### src/rtl/audio_pkg.sv
// Shared definitions for the HDMI audio sample conditioner: FSM encoding and
// the per-channel rescale/saturate and volume-shift arithmetic.
package audio_pkg;

  localparam int unsigned ST_W       = 2;
  localparam logic [1:0]  ST_IDLE    = 2'd0;
  localparam logic [1:0]  ST_CAPTURE = 2'd1;
  localparam logic [1:0]  ST_PROC    = 2'd2;
  localparam logic [1:0]  ST_COMMIT  = 2'd3;

  localparam int unsigned CALC_W = 64;

  // Arithmetic right shift, then clamp into a signed out_width range.
  function automatic logic signed [CALC_W-1:0] sat_shift(
    input logic signed [CALC_W-1:0] x,
    input int unsigned              in_shift,
    input int unsigned              out_width
  );
    logic signed [CALC_W-1:0] s;
    logic signed [CALC_W-1:0] hi;
    logic signed [CALC_W-1:0] lo;
    s  = x >>> in_shift;
    hi = (CALC_W'(1) <<< (out_width - 1)) - CALC_W'(1);
    lo = ~hi;
    if (s > hi) return hi;
    if (s < lo) return lo;
    return s;
  endfunction

  // Level 0 mutes; the top level is unity; each step below halves the amplitude.
  function automatic logic signed [CALC_W-1:0] vol_scale(
    input logic signed [CALC_W-1:0] x,
    input int unsigned              level,
    input int unsigned              vol_bits
  );
    if (level == 0) return '0;
    return x >>> ((32'd1 << vol_bits) - 32'd1 - level);
  endfunction

endpackage

### src/rtl/audio_tick_gen.sv
// Fractional phase accumulator producing an exact-rate square wave and a
// one-cycle strobe on each rising edge.
module audio_tick_gen #(
  parameter int unsigned CLK_HZ  = 27000000,
  parameter int unsigned RATE_HZ = 48000
) (
  input  logic clk,
  input  logic resetn,
  output logic audio_clk,
  output logic tick
);

  localparam int unsigned ACC_W = $clog2(CLK_HZ) + 1;
  localparam int unsigned STEP  = 2 * RATE_HZ;

  logic [ACC_W-1:0] acc_q, acc_d;
  logic [ACC_W-1:0] sum;
  logic             wrap;
  logic             audio_clk_q, audio_clk_d;
  logic             tick_q, tick_d;

  // The remainder is carried across wraps, so the long-run rate never drifts.
  always_comb begin
    sum         = acc_q + ACC_W'(STEP);
    wrap        = (sum >= ACC_W'(CLK_HZ));
    acc_d       = wrap ? (sum - ACC_W'(CLK_HZ)) : sum;
    audio_clk_d = audio_clk_q ^ wrap;
    tick_d      = wrap & ~audio_clk_q;
  end

  always_ff @(posedge clk or negedge resetn) begin
    if (!resetn) begin
      acc_q       <= '0;
      audio_clk_q <= 1'b0;
      tick_q      <= 1'b0;
    end else begin
      acc_q       <= acc_d;
      audio_clk_q <= audio_clk_d;
      tick_q      <= tick_d;
    end
  end

  assign audio_clk = audio_clk_q;
  assign tick      = tick_q;

endmodule

### src/rtl/audio_mixer.sv
// HDMI audio sample conditioner: snapshots all channels on each sample tick,
// rescales/saturates/attenuates them through one shared datapath, commits atomically.
module audio_mixer
  import audio_pkg::*;
#(
  parameter int unsigned CHANNELS  = 2,
  parameter int unsigned IN_WIDTH  = 18,
  parameter int unsigned IN_SHIFT  = 2,
  parameter int unsigned OUT_WIDTH = 16,
  parameter int unsigned VOL_BITS  = 2,
  parameter int unsigned CLK_HZ    = 27000000,
  parameter int unsigned SAMPLE_HZ = 48000
) (
  input  logic                          clk,
  input  logic                          resetn,
  input  logic [CHANNELS*IN_WIDTH-1:0]  audio_in,
  input  logic [VOL_BITS-1:0]           volume,
  input  logic                          mute,
  output logic                          audio_clk,
  output logic [CHANNELS*OUT_WIDTH-1:0] audio_out,
  output logic                          sample_valid,
  output logic [VOL_BITS-1:0]           vol_level
);

  localparam int unsigned CH_W = (CHANNELS > 1) ? $clog2(CHANNELS) : 1;

  if (CLK_HZ / (2 * SAMPLE_HZ) <= CHANNELS + 3) begin : g_rate_check
    $error("audio_mixer: CLK_HZ/(2*SAMPLE_HZ) must exceed CHANNELS+3");
  end

  logic tick;

  audio_tick_gen #(
    .CLK_HZ  (CLK_HZ),
    .RATE_HZ (SAMPLE_HZ)
  ) u_tick_gen (
    .clk       (clk),
    .resetn    (resetn),
    .audio_clk (audio_clk),
    .tick      (tick)
  );

  logic [ST_W-1:0]               state_q, state_d;
  logic [CH_W-1:0]               ch_q, ch_d;
  logic [CHANNELS*IN_WIDTH-1:0]  snap_q, snap_d;
  logic [CHANNELS*OUT_WIDTH-1:0] shadow_q, shadow_d;
  logic [CHANNELS*OUT_WIDTH-1:0] audio_out_q, audio_out_d;
  logic                          sample_valid_q, sample_valid_d;
  logic [VOL_BITS-1:0]           vol_level_q, vol_level_d;

  logic signed [IN_WIDTH-1:0]    cur_in;
  logic [OUT_WIDTH-1:0]          proc_out;
  logic [VOL_BITS-1:0]           vol_target;

  // Shared channel datapath, driven by the channel selected in PROC.
  always_comb begin
    cur_in = '0;
    for (int i = 0; i < CHANNELS; i++) begin
      if (ch_q == CH_W'(i)) cur_in = snap_q[i*IN_WIDTH +: IN_WIDTH];
    end
    proc_out   = OUT_WIDTH'(vol_scale(sat_shift(CALC_W'(cur_in), IN_SHIFT, OUT_WIDTH),
                                      32'(vol_level_q), VOL_BITS));
    vol_target = mute ? '0 : volume;
  end

  // Outputs and the new volume level land on the edge that enters COMMIT.
  always_comb begin
    state_d        = state_q;
    ch_d           = ch_q;
    snap_d         = snap_q;
    shadow_d       = shadow_q;
    audio_out_d    = audio_out_q;
    sample_valid_d = 1'b0;
    vol_level_d    = vol_level_q;

    case (state_q)
      ST_IDLE: begin
        if (tick) state_d = ST_CAPTURE;
      end
      ST_CAPTURE: begin
        snap_d  = audio_in;
        ch_d    = '0;
        state_d = ST_PROC;
      end
      ST_PROC: begin
        for (int i = 0; i < CHANNELS; i++) begin
          if (ch_q == CH_W'(i)) shadow_d[i*OUT_WIDTH +: OUT_WIDTH] = proc_out;
        end
        if (ch_q == CH_W'(CHANNELS - 1)) begin
          state_d        = ST_COMMIT;
          audio_out_d    = shadow_d;
          sample_valid_d = 1'b1;
          if (vol_target > vol_level_q)      vol_level_d = vol_level_q + VOL_BITS'(1);
          else if (vol_target < vol_level_q) vol_level_d = vol_level_q - VOL_BITS'(1);
        end else begin
          ch_d = ch_q + CH_W'(1);
        end
      end
      ST_COMMIT: begin
        state_d = ST_IDLE;
      end
      default: begin
        state_d = ST_IDLE;
      end
    endcase
  end

  always_ff @(posedge clk or negedge resetn) begin
    if (!resetn) begin
      state_q        <= ST_IDLE;
      ch_q           <= '0;
      snap_q         <= '0;
      shadow_q       <= '0;
      audio_out_q    <= '0;
      sample_valid_q <= 1'b0;
      vol_level_q    <= '0;
    end else begin
      state_q        <= state_d;
      ch_q           <= ch_d;
      snap_q         <= snap_d;
      shadow_q       <= shadow_d;
      audio_out_q    <= audio_out_d;
      sample_valid_q <= sample_valid_d;
      vol_level_q    <= vol_level_d;
    end
  end

  assign audio_out    = audio_out_q;
  assign sample_valid = sample_valid_q;
  assign vol_level    = vol_level_q;

endmodule
### config.mk
export PLATFORM = sky130hd
export DESIGN_NAME = audio_mixer
export DESIGN_NICKNAME = d
export VERILOG_FILES = /design/src/rtl/audio_pkg.sv /design/src/rtl/audio_tick_gen.sv /design/src/rtl/audio_mixer.sv
export SDC_FILE = /design/constraint.sdc
export NUM_CORES = 1
export LEC_CHECK = 0
export ABC_AREA = 1
export CAP_MARGIN = 20
export CORE_MARGIN = 8
export CORE_UTILIZATION = 55
export CTS_CLUSTER_SIZE = 14
export DETAILED_ROUTE_END_ITERATION = 6
export GPL_ROUTABILITY_DRIVEN = 0
export GPL_TIMING_DRIVEN = 0
export PLACE_DENSITY_LB_ADDON = 0.1
export SLEW_MARGIN = 30
export SYNTH_ARGS = -nofsm -noshare
export SYNTH_HDL_FRONTEND = slang
export SYNTH_SLANG_ARGS = --single-unit
### constraint.sdc
create_clock -name clk -period 5.11 [get_ports clk]
set_clock_uncertainty 0.1 [all_clocks]
set_input_delay 0.511 -clock clk [delete_from_list [all_inputs] [get_ports clk]]
set_output_delay 0.511 -clock clk [all_outputs]
set_load 0.005 [all_outputs]
## Word-level counts from Yosys, hierarchy flattened

Cells that the tools add are included.
W data, S select, Z words.

- Flip-flop bits (word level): 134
- Input port bits: 41
- Output and inout port bits: 36
- Word-level logic and storage cells: 61

- Add/subtract/negate cells: 6
- $lt $le $gt $ge: 5
- Eq/ne operators: 5
- Shift operators: 1
- Mux-type cells: 24
- Bitwise logic cells: 3
- Reductions and logical operators: 7

Operators with widths:

| operator | count |
|---|---|
| $mux W64 | 4 |
| $mux W16 | 4 |
| $sshr A64 B32 Y16 | 1 |
| $add A26 B17 Y26 const B | 1 |
| $ge A26 B25 Y1 const B | 1 |
| $mux W26 | 1 |
| $sub A26 B25 Y26 const B | 1 |
| $mux W18 | 1 |
| $gt A16 B16 Y1 const B | 1 |
| $lt A16 B16 Y1 const B | 1 |
| $mux W2 | 5 |
| $pmux W2 S4 | 1 |
| $mux W1 | 7 |
| $eq A2 B2 Y1 const B | 2 |
| $logic_not A2 Y1 | 2 |
| $reduce_and A2 Y1 | 2 |
| $reduce_bool A2 Y1 | 2 |
| $reduce_and A3 Y1 | 1 |
| $sub A2 B2 Y3 const A | 1 |
| $add A2 B1 Y2 const B | 1 |
| $eq A2 B1 Y1 const B | 1 |
| $gt A2 B2 Y1 | 1 |
| $lt A2 B2 Y1 | 1 |
| $ne A2 B1 Y1 const B | 1 |
| 7 further kinds | 7 |

## Longest topological paths before layout

- Depth in word-level cells: 9
- Mapped depth: 18
- Depth with buffers taken out: 18

## Modules after synthesis

Synthesis repeated with hierarchy kept, for this count alone.

- Cells, all modules: 760
- Area total of the unflattened synthesis: 6114.6 um2

By module, submodules not included:

| module | times used | cells an instance | area each (um2) | seq. area each (um2) |
|---|---|---|---|---|
| audio_mixer | 1 | 465 | 4040.1 | 2152.1 |
| audio_tick_gen | 1 | 295 | 2074.5 | 550.5 |

## Worst setup path after synthesis

OpenSTA, ideal clock, no wires.

- Path type: register to register
- Start: register u_tick_gen.acc_q[8]
- End: register u_tick_gen.audio_clk_q (netlist: u_tick_gen.audio_clk)
- Setup time: 0.113 ns
- Arrival time: 2.156 ns
- Data required time: 4.897 ns
- Setup slack: 2.741 ns
- Stages on the path, launching flop included: 18
- Period minus slack after synthesis: 2.369 ns
- Path through: dfrtp_1 > inv_2 > ha_1 > nand2_1 > nand2_2 > nand3_2 > nand2_1 > inv_1 > nand2_1 > nand2_1 > inv_1 > nand2_1 > nand2_1 > a21oi_2 > nand2_4 > buf_8 > ha_1 > inv_1

- Cells in the longest elaborated chain, start to end: 3

RTL lines:

| what | line | text |
|---|---|---|
| start: declaration | audio_tick_gen.sv:16 | `logic [ACC_W-1:0] acc_q, acc_d;` |
| start signal: assignment | audio_tick_gen.sv:33 | `acc_q <= '0;` |
| start signal: assignment | audio_tick_gen.sv:37 | `acc_q <= acc_d;` |
| $add A26 B17 Y26 | audio_tick_gen.sv:24 | `sum = acc_q + ACC_W'(STEP);` |
| $ge A26 B25 Y1 | audio_tick_gen.sv:25 | `wrap = (sum >= ACC_W'(CLK_HZ));` |
| $xor A1 B1 Y1 | audio_tick_gen.sv:27 | `audio_clk_d = audio_clk_q ^ wrap;` |
| net u_tick_gen.audio_clk_d | audio_tick_gen.sv:19 | `logic audio_clk_q, audio_clk_d;` |
| end signal: assignment | audio_tick_gen.sv:38 | `audio_clk_q <= audio_clk_d;` |
| end: declaration | audio_tick_gen.sv:19 |  |

The timed path passes the listed nets, and every way through them passes these cells.
A chain may end at the register's enable or synchronous reset.

## Worst setup path after layout

Ends and elaborated chain as after synthesis.

==> results.txt <==
Mapped Nets: 816
Number of synthesized flops with an enable pin: 0
Vias in the first global route: 5095
CTS-repair resized insts: 0
Static Leak: 0.00362 uW
Mapped Avg Cell Area: 7.76 sq um
Post-Synthesis Cells: 764
Die width: 120 microns
Placed Cells: 977
GRT Residual Overflow: 0
Crit path capture type: register
Tcrit/Tclk final: 0.535
Total CTS buffers: 9
Starting Density: 0.555
I/O Buffers: 72
Total negative slack: 0 ns
Netlist Area Pre-Place: 5930 sq um
Final WS setup: 2.38 ns
Die extent in y: 120 microns
Yosys top cell area share: 0.456
CP Launch Type: register
Placement Rows: 38
Post-DP Area: 6860 sq um
Antenna-violating nets left: 0
Worst-case reg-to-reg path depth: 15
Async SR Flop Fraction: 1.00
Final Hold Fails: 0
Area taken by multi-input logic gates: 2750 sq um
CTS H-tree lvls: 3
Nets@finish: 901
Hold/Removal Path Class: register to register
Seq/Total Area, Yosys: 0.456
Status: finished, final reports clean
Io pins: 77
Count of yosys warnings during synthesis: 0
Fillers: 899
Max-cap violations: 0
TritonCTS clock tree: built
Commonest non-fill, non-tap cell in the layout: nand2_1
Final setup fails: 0
Pwr dens: 209 nW/um^2
DRC violations left: 0
DR iter-0 viols: 405
Minimum clock period: 2.73 ns
Main synth FF type: dfrtp_1
Clock Sinks: 108
Worst Path Max Fanout: 10
HPWL Detailed: 10.9 mm
Max VDD drop: 179 uV
Gr usage total: 0.201
First-pass GRT wire length: 24.0 mm
DP Worst Slack: 2.41 ns
CTS max path bufs: 2
Largest cells by area after synthesis: dfrtp_1 46%, nand2_1 16%, o21ai_0 5.7%
Hold Path Depth: 2
Vias per inst: 5.22
Leading area contributor after synthesis: dfrtp_1
Routed WL per cell: 14.2 microns
Non-Filler Instances: 994
CTS Root Buffer Type: clkbuf_8
Initial antenna violation count: 0
Most frequent cells in the layout: 246 x nand2_1, 108 x dfrtp_1, 78 x inv_1
Antenna diode count: 0
Vias: 5184
Max-slew headroom: 0.620
CP Class: register to register
Layout cells sized above 1: 0.119
Clock-pin slew on the worst setup and hold paths: 0.11 ns
Fmax: 366 MHz
Largest net degree at the start of global routing: 57
WL final: 14.1 mm
Finished Cell Area: 7070 sq um
WP data required: 5.33 ns
RSZ-0062 raised after global routing: no
Slew Viols, Final: 0
Reg area: 2700 sq um
Hold buffer count at CTS: 1
Clk_lat worst skew: 0.37 ns
Die area: 14400 sq um
Area Growth Syn to Fin: 19.2%
Post-CTS Setup Repair Bufs: 0
DRT Pass-1 Iters: 5
Critical path arrival: 2.95 ns
Synthesis-stage register bit count: 108
Least-Margin Pin Slew: 0.570 ns
Synth cell types: 37
Placeable Area: 10700 sq um
flip-flops by register name, summed over array words and instances, names as in the netlist, 2 cells and up:
name / flops
audio_out: 32
u_tick_gen.acc_q: 20
shadow_q: 16
state_q: 2
snap_q: 32
vol_level: 2
cell usage after synthesis (all sizes together), types with 2 or more instances:
library cell  instances
o21ai                81
nor2                 55
buf                   4
ha                   11
nor3                  4
clkbuf               24
dfrtp               108
mux2                 17
nand3                40
nand2               262
o22ai                11
inv                  86
nand3b                3
xor2                 14
nand4                 5
or2                  13
a21oi                15
a31oi                 2
clkinv                3
xnor2                 2
routing by layer:
| metal | routed length (microns) | global-route usage | up-vias |
|---|---|---|---|
| met3 | 818 | 0.0366 | 18 |
| met5 | 0 | 0 | - |
| met2 | 6270 | 0.311 | 154 |
| met1 | 6800 | 0.282 | 2437 |
| li1 | - | - | 2575 |
| met4 | 184 | 0.0609 | 0 |
area by class of cell:
cell class / instances / area share
buffer: 28 / 0.0200
clock buffer: 10 / 0.0180
sequential: 108 / 0.382
multi-input combinational: 539 / 0.389
tap: 140 / 0.0248
inverter: 89 / 0.0472
clock inverter: 6 / 0.0110
timing repair buffer: 74 / 0.107
kinds of logic after synthesis:
family / Yosys count / synth area share
adders and majority gates: 11 / 0.0232
and+or+nand+nor: 384 / 0.278
muxes: 17 / 0.0323
DFF: 108 / 0.456
xor gates and xnor gates: 16 / 0.0236
AOI/OAI and AO/OA: 111 / 0.107
buffers and inverters: 117 / 0.0802
per-stage QoR:
stage                     utilization  hold slack [ns]  power (uW)
after floorplan                     -            0.115         887
after global placement          0.638            0.361         937
after detailed placement        0.641            0.362         941
after CTS                       0.661            0.388        1490
after global routing            0.661            0.408        1530
final                           0.661            0.386        1480
worst paths after layout:
path	end	start	slack, ns
max	u_tick_gen.audio_clk	u_tick_gen.acc_q[8]	2.38
min in group asynchronous	audio_out[10]	resetn	0.54
min reg2reg	audio_out[11]	shadow_q[11]	0.39
max in group asynchronous	u_tick_gen.acc_q[14]	resetn	3.72
min	audio_out[11]	shadow_q[11]	0.39
max reg2reg	u_tick_gen.audio_clk	u_tick_gen.acc_q[8]	2.38
report_power, final:
part / leakage (uW) / switching [uW] / internal [uW] / total [uW]
logic: 0.00214 / 34.5 / 34.2 / 68.7
clock network: 0.000107 / 315 / 239 / 553
registers: 0.00138 / 0.747 / 855 / 855
total: 0.00362 / 350 / 1130 / 1480
critical path, cell delays in order, from the launching register on:
cell     delay (ns)
dfrtp_1        0.47
inv_2          0.12
ha_1           0.19
nand2_1        0.07
nand2_2        0.13
nand2_1        0.17
nand2_1        0.15
inv_2          0.07
nor2_2         0.14
nand3_1        0.09
nor2_1         0.21
nand4_2        0.15
nand2_4        0.16
buf_8          0.17
ha_1           0.24
inv_1          0.05
Note: power is estimated with default switching activity, not from simulation.
